<file path="config.mk">
export PLATFORM = sky130hd
export DESIGN_NAME = serial_to_parallel_rx
export DESIGN_NICKNAME = d
export VERILOG_FILES = /design/src/rtl/phy_pkg.sv /design/src/rtl/sp_comma_aligner.sv /design/src/rtl/serial_to_parallel_rx.sv
export SDC_FILE = /design/constraint.sdc
export NUM_CORES = 1
export LEC_CHECK = 0
export ABC_AREA = 1
export ABC_CLOCK_PERIOD_IN_PS = 1280
export CORE_ASPECT_RATIO = 1.25
export CORE_UTILIZATION = 41
export DETAILED_ROUTE_END_ITERATION = 10
export SYNTH_ARGS = -nofsm -noshare
export SYNTH_HDL_FRONTEND = slang
export SYNTH_SLANG_ARGS = --single-unit
</file>
<file path="constraint.sdc">
create_clock -name clk_8f -period 1.28 [get_ports clk_8f]
set_clock_uncertainty 0.1 [all_clocks]
set_input_delay 0.256 -clock clk_8f [delete_from_list [all_inputs] [get_ports clk_8f]]
set_output_delay 0.256 -clock clk_8f [all_outputs]
set_load 0.05 [all_outputs]
</file>
<file path="src/rtl/phy_pkg.sv">
// phy_pkg: shared PHY constants (comma character, byte width) and receiver state encoding
package phy_pkg;
  localparam int BYTE_W = 8;
  localparam logic [BYTE_W-1:0] COMMA_DEFAULT = 8'hBC;
  typedef enum logic [1:0] {SEARCH, ALIGN, ACTIVE} sp_state_e;
endpackage

</file>
<file path="src/rtl/sp_comma_aligner.sv">
// sp_comma_aligner: comma hunt/lock FSM; ports clk_8f, reset, nxt (byte completed by current bit) -> boundary (8th bit of a locked byte), locked
module sp_comma_aligner
  import phy_pkg::*;
#(
  parameter logic [BYTE_W-1:0] COMMA = COMMA_DEFAULT,
  parameter int ALIGN_COUNT = 4
) (
  input  logic              clk_8f,
  input  logic              reset,
  input  logic [BYTE_W-1:0] nxt,
  output logic              boundary,
  output logic              locked
);
  sp_state_e state_q, state_d;
  logic [2:0] bit_cnt_q, bit_cnt_d;
  logic [3:0] comma_cnt_q, comma_cnt_d;
  logic hit, last;
  assign hit = nxt == COMMA;
  assign last = bit_cnt_q == 3'd7;
  assign locked = state_q == ACTIVE;
  assign boundary = locked && last;
  always_comb begin
    state_d = state_q;
    bit_cnt_d = bit_cnt_q + 3'd1;
    comma_cnt_d = comma_cnt_q;
    case (state_q)
      SEARCH: begin
        bit_cnt_d = 3'd0;
        if (hit) begin
          comma_cnt_d = 4'd1;
          state_d = (ALIGN_COUNT == 1) ? ACTIVE : ALIGN;
        end
      end
      ALIGN: if (last) begin
        comma_cnt_d = hit ? comma_cnt_q + 4'd1 : 4'd0;
        state_d = !hit ? SEARCH : (comma_cnt_d == 4'(ALIGN_COUNT)) ? ACTIVE : ALIGN;
      end
      default: ;
    endcase
  end
  always_ff @(posedge clk_8f) begin
    if (reset) begin
      state_q <= SEARCH;
      bit_cnt_q <= 3'd0;
      comma_cnt_q <= 4'd0;
    end else begin
      state_q <= state_d;
      bit_cnt_q <= bit_cnt_d;
      comma_cnt_q <= comma_cnt_d;
    end
  end
endmodule

</file>
<file path="src/rtl/serial_to_parallel_rx.sv">
// serial_to_parallel_rx: MSB-first deserializer with comma lock; ports clk_8f, reset, data_inS -> data_outP, valid_out, byte_stb, active, byte_count (only with SP_STATS_EN)
module serial_to_parallel_rx
  import phy_pkg::*;
#(
  parameter logic [BYTE_W-1:0] COMMA = COMMA_DEFAULT,
  parameter int ALIGN_COUNT = 4
) (
  input  logic              clk_8f,
  input  logic              reset,
  input  logic              data_inS,
  output logic [BYTE_W-1:0] data_outP,
  output logic              valid_out,
  output logic              byte_stb,
`ifdef SP_STATS_EN
  output logic [15:0]       byte_count,
`endif
  output logic              active
);
  logic [BYTE_W-1:0] sr_q, sr_d, data_q, data_d, nxt;
  logic valid_q, valid_d, stb_q, stb_d, boundary, data_byte;
  assign nxt = {sr_q[BYTE_W-2:0], data_inS};
  assign data_byte = boundary && nxt != COMMA;
  sp_comma_aligner #(.COMMA(COMMA), .ALIGN_COUNT(ALIGN_COUNT)) u_aligner (
    .clk_8f  (clk_8f),
    .reset   (reset),
    .nxt     (nxt),
    .boundary(boundary),
    .locked  (active)
  );
  always_comb begin
    sr_d = nxt;
    stb_d = boundary;
    valid_d = boundary ? data_byte : valid_q;
    data_d = data_byte ? nxt : data_q;
  end
  always_ff @(posedge clk_8f) begin
    if (reset) begin
      sr_q <= '0;
      data_q <= '0;
      valid_q <= 1'b0;
      stb_q <= 1'b0;
    end else begin
      sr_q <= sr_d;
      data_q <= data_d;
      valid_q <= valid_d;
      stb_q <= stb_d;
    end
  end
  assign data_outP = data_q;
  assign valid_out = valid_q;
  assign byte_stb = stb_q;
`ifdef SP_STATS_EN
  logic [15:0] cnt_q, cnt_d;
  always_comb cnt_d = (data_byte && cnt_q != 16'hFFFF) ? cnt_q + 16'd1 : cnt_q;
  always_ff @(posedge clk_8f) begin
    if (reset) cnt_q <= '0;
    else cnt_q <= cnt_d;
  end
  assign byte_count = cnt_q;
`endif
endmodule

</file>
==> metrics.txt, run 1 <==
met3 WL=between 90 and 100 um; maxcap violations=0; chip width=approximately 48 um; Data arrival, critical path=about 1100 ps; Core ar.=0.002452 sq mm; Initial Util=0.4388; DR iter-0 viols=20; Pre-antenna DRT Iters=4; Synth warnings=0; vias in the first global route=951; Final min period=1410 ps; leading area contributor after synthesis=dfxtp_1; met2 wire len=1548 um; max-slew violations=0; register bit total from synthesis=26; Crit. End Element=output pin; net count reported at finish=175; Worst Slack Setup Final=-129.7 ps; uppermost layer routed=met4; Post-DP Area=approximately 0.0014 sq mm; DRT antenna net count=0; status=finished with violations; P&R area growth vs syn=63.26%; I/O Pins=14; largest cells by area after synthesis=dfxtp_1 (48%), nand2_1 (7.3%), inv_1 (6.6%), nor2_1 (6.6%), a21oi_1 (5.1%); vias per cell=4.905; cell count after placement=between 150 and 200; GRT overflow=0; worst-path fanout max=2; CTS tree=yes; first-pass GRT wire length=between 3000 and 4000 um; power per cell area=between 800 and 900 mW/mm^2; Synth Area per Inst=8.030 sq um; Worst setup SP type=register; Cell Area, Synth=0.001076 sq mm; area share of the largest cell type after synthesis=0.4837; failing checks=negative setup slack; Hold Buf Count CTS=0; vias=986; initial antenna violation count=0; final core utilization=0.7163; clock root cell=clkbuf_4; hold crit path type=reg -> reg; final setup fails=14; leading cell type in the layout, fill and taps excluded=dfxtp_2; largest net degree at the start of global routing=16; IO buf count=13; Leakage=0.7091 nW; Mapped Nets=140; row count=20; post-route met1 wirelength=941 um; achievable frequency=roughly 0.7 GHz; share of cells above drive strength 1=0.6012; WP data required=920 ps; Clock Tree Buf Depth=2; Seq/Total Area, Yosys=0.4837; H-Tree Depth=1; commonest non-fill, non-tap cells in the layout=dfxtp_2 (18), nand2_1 (17), nor2_1 (17); RSZ-0062 raised after global routing=yes; clk_lat worst skew=~320 ps; WL per Instance=13.00 um; Slew @ Worst Pin=409.0 ps; Layout Cells excl Fill=201; Clock transition at path regs=roughly 150 ps; CTS Buf Count=3; Yosys cell types=21; n_diodes=0; Post-DP HPWL=between 1500 and 2000 um; number of clock sinks=26; fin area=roughly 0.0018 sq mm; Slew HR=0.7244; final wirelength=2614 um; DRC Markers=0; Die H=59.28 um; Post-Synthesis Cells=134; GRT Overall Usage=0.1960; critical path class=reg -> out; Max VDD drop=0.001041 V; GPL Wtd Cong=0.8037; fin crit share=1.101; Final Hold Vio Count=0; die area=roughly 0.0028 sq mm
## cell usage after synthesis
| cell type | number |
|---|---|
| dfxtp_1 | 26 |
| nand2_1 | 21 |
| inv_1 | 19 |
| nor2_1 | 19 |
| a21oi_1 | 11 |
| nand3_1 | 6 |
| o21ai_0 | 6 |
| ha_1 | 3 |
| inv_2 | 3 |
| nor2_2 | 3 |
| o21ai_2 | 3 |
| a21oi_2 | 2 |
| nand2_2 | 2 |
| nand4_1 | 2 |
| nor2_4 | 2 |
| buf_8 | 1 |
| clkbuf_1 | 1 |
| clkbuf_2 | 1 |
| nand2_4 | 1 |
| nor2_8 | 1 |
| o21ai_1 | 1 |
## per-layer routing
metal,track usage,vias to the layer above
li1,-,487
met1,0.1943,466
met2,0.3591,29
met3,0.04573,4
met4,0.09524,0
met5,0,-
## report_power, final
| group | switching, W | internal, W |
|---|---|---|
| sequential | 0.00000309 | 0.000812 |
| combinational | 0.0000282 | 0.0000201 |
| clock | 0.000242 | 0.000316 |
## through the flow
stage               setup WS [ps]  hold slack (ps)  total power (W)  TNS, ps
floorplan                  -109.3            217.7        0.0008538   -668.0
global placement           -416.3            308.0        0.0008763    -5397
detailed placement         -434.1            317.3        0.0008774    -5629
CTS                        -118.8            349.6         0.001432   -714.9
global route               -196.0            353.9         0.001483    -1876
finish                     -129.7            342.4         0.001422    -1069
## worst paths after layout
path / slack (ps) / cells past startpoint / to / startpoint
worst min-delay path: 340 / 1 / u_aligner.bit_cnt_q[0] / u_aligner.bit_cnt_q[0]
worst min register to register: 340 / 1 / u_aligner.bit_cnt_q[0] / u_aligner.bit_cnt_q[0]
worst max register to register: -100 / 8 / data_outP[4] / sr_q[2]
worst max-delay path: -130 / 4 / active / u_aligner.state_q[1]
## final cells by class
cell class | instances | area, sq um
multi-input cells | 83 | 596.8
well taps | 33 | 41.29
clock inverters | 1 | 30.03
fillers | 198 | 695.7
clock buffers | 3 | 22.52
repair buffers | 33 | 431.7
flip-flops and latches | 26 | 546.8
inverters | 22 | 87.58
## kinds of logic after synthesis
logic type	count (synthesis)	synth area share
AO/OA/AOI/OAI	23	0.1244
flip-flops	26	0.4837
adder cells (fa/ha/maj)	3	0.03489
buffers and inverters	25	0.09883
AND/OR/NAND/NOR	57	0.2581
## flip-flops by register name, indices dropped and copies added (netlist names)
signal,count
valid_out,1
data_outP,8
byte_stb,1
u_aligner.state_q,2
sr_q,7
u_aligner.bit_cnt_q,3
u_aligner.comma_cnt_q,4
## critical path: stages, from the launching register on
cell and delay, ps:
dfxtp_2 370, inv_2 50, nor2_4 80, buf_6 100, buf_12 120
## repair_timing
action	in CTS	in global routing
gates resized for setup	26	41
endpoints found under the setup margin	16	24
buffers inserted	7	0
cloned	0	1
pin swaps	8	13
(Power assumes the default switching activity.)
==> inputs of run 2 (changes only) <==
Settings changed: CAP_MARGIN set to 30.
==> results of run 2 <==
No change in the layout: final DEF, timing and power equal those of run 1.
==> inputs of run 3 (changes only) <==
Settings changed: ABC_CLOCK_PERIOD_IN_PS 1280 to 1510, CORE_MARGIN set to 3.
Clock period 1.28 ns to 1.51 ns, I/O delays scaled along.
==> metrics.txt, run 3 (synthesis results as in run 1) <==
achievable frequency=0.6974 GHz; number of clock sinks=26; dpl ws=-264.8 ps; final core utilization=0.6051; net count reported at finish=164; P&R area growth vs syn=39.30%; WL per Instance=10.65 um; Leakage=roughly 0.65 nW; first-pass GRT wire length=roughly 3500 um; WP data required=1650 ps; Pre-antenna DRT Iters=4; H-Tree Depth=1; final wirelength=2024 um; leading cell type in the layout, fill and taps excluded=dfxtp_1; critical path class=reg -> reg; max-slew violations=0; CTS Buf Count=3; worst-path fanout max=10; Slew @ Worst Pin=322.0 ps; FF-to-FF setup slack=80 ps; Final min period=1434 ps; crit path cell chain=ha_1 > ha_4 > nand2_4 > nor2_4 > buf_12 > inv_1 > nor2_1 > nor2_2; row count=20; largest net degree at the start of global routing=16; max reg flops=8; GPL Wtd Cong=0.8634; DR iter-0 viols=27; Hold WS=approximately 310 ps; die area=between 0.003 and 0.004 sq mm; DRT antenna net count=0; maxcap violations=0; Initial Util=0.4343; vias in the first global route=839; footprint of the multi-input gates=approximately 460 sq um; Hold EP=u_aligner.bit_cnt_q[0]; I/O Pins=14; Clock transition at path regs=between 100 and 150 ps; grt met3 use=0.02128; clk_lat worst skew=320 ps; clock root cell=clkbuf_4; IO buf count=13; GRT Overall Usage=0.1401; hold crit path type=reg -> reg; Crit. End Element=register; number of fill cells=214; met1 Track Usage GR=0.1765; Core ar.=0.002477 sq mm; n_diodes=0; hold depth=1; Reg2Reg Depth=8; Worst setup SP type=register; Die H=about 63 um; GRT overflow=0; Clock Tree Buf Depth=2; Slew HR=0.7831; end of the worst register-to-register path=data_outP[7]; vias=between 800 and 900; status=complete, no violations; Max VDD drop=0.0006509 V; Largest stage delay, worst path=between 300 and 400 ps; Data arrival, critical path=approximately 1600 ps; vias per cell=4.500; fin crit share=0.9496; worst reg2reg startpoint=u_aligner.bit_cnt_q[0]; chip width=51.82 um; initial antenna violation count=0; Post-DP HPWL=~1600 um; CTS tree=yes; DRC Markers=0; Final Hold Vio Count=0; commonest non-fill, non-tap cells in the layout=dfxtp_1 (22), nand2_1 (21), inv_1 (19); GRT busiest layer=met2; FF+latch area=around 530 sq um; CP max stage cell=dfxtp_2; share of cells above drive strength 1=0.2994; met2 global-route usage=0.2311; Worst Slack Setup Final=between 70 and 80 ps; Hold Startpoint=u_aligner.bit_cnt_q[0]; final setup fails=0; power per cell area=about 800 mW/mm^2
==> run 3: area by class of cell <==
class / count / area share
Timing Repair Buffer: 22 / 0.2220
Clock buffer: 3 / 0.01503
Tap cell: 33 / 0.02755
Sequential cell: 26 / 0.3506
Multi-Input combinational cell: 83 / 0.3097
Inverter: 22 / 0.05509
Clock inverter: 1 / 0.02003
==> run 3: repair_timing <==
item / 4_1_cts / 5_1_grt
resized for setup: 0 / 7
hold buffers: 0 / 0
setup endpoints to repair: 0 / 13
setup buffers: 0 / 1
==> run 3: layer usage <==
metal	routed length, um	vias to the layer above
met4	19	0
met2	1057	12
met1	884	378
met3	63	2
met5	0	-
li1	-	463
==> run 3: worst max path at each step <==
| stage | slack [ps] | startpoint | endpoint |
|---|---|---|---|
| after floorplan | 90 | u_aligner.state_q[1] | data_outP[5] |
| final | 80 | u_aligner.bit_cnt_q[0] | data_outP[7] |
| after CTS | 2 | u_aligner.bit_cnt_q[0] | data_outP[7] |
| after global placement | -230 | data_inS | u_aligner.state_q[1] |
| after global routing | -1 | u_aligner.bit_cnt_q[0] | u_aligner.comma_cnt_q[2] |
| after detailed placement | -260 | data_inS | u_aligner.state_q[1] |
==> run 3: critical path, delay by kind of cell (launching register included) <==
family	cells	cell delay [ps]
and+or+nand+nor	4	370
DFF	1	350
adders and majority gates	2	340
buffers and inverters	2	190
==> run 3: stage by stage <==
step | total power (W) | setup TNS, ps | cells | instance area (sq um)
after floorplan | 0.0007238 | 0 | 134 | 1076
after global placement | 0.0007446 | -2602 | 185 | 1419
after detailed placement | 0.0007454 | -2884 | 185 | 1419
after CTS | 0.001217 | 0 | 189 | 1471
after global routing | 0.001269 | -1.158 | 190 | 1499
final | 0.001206 | 0 | 190 | 1499
==> run 3: report_power, final <==
group          total [W]  switching (W)  leakage, nW  internal (W)
combinational  0.0000375      0.0000202        0.406     0.0000173
clock           0.000476       0.000208       0.0279      0.000268
sequential      0.000692     0.00000216        0.212      0.000690
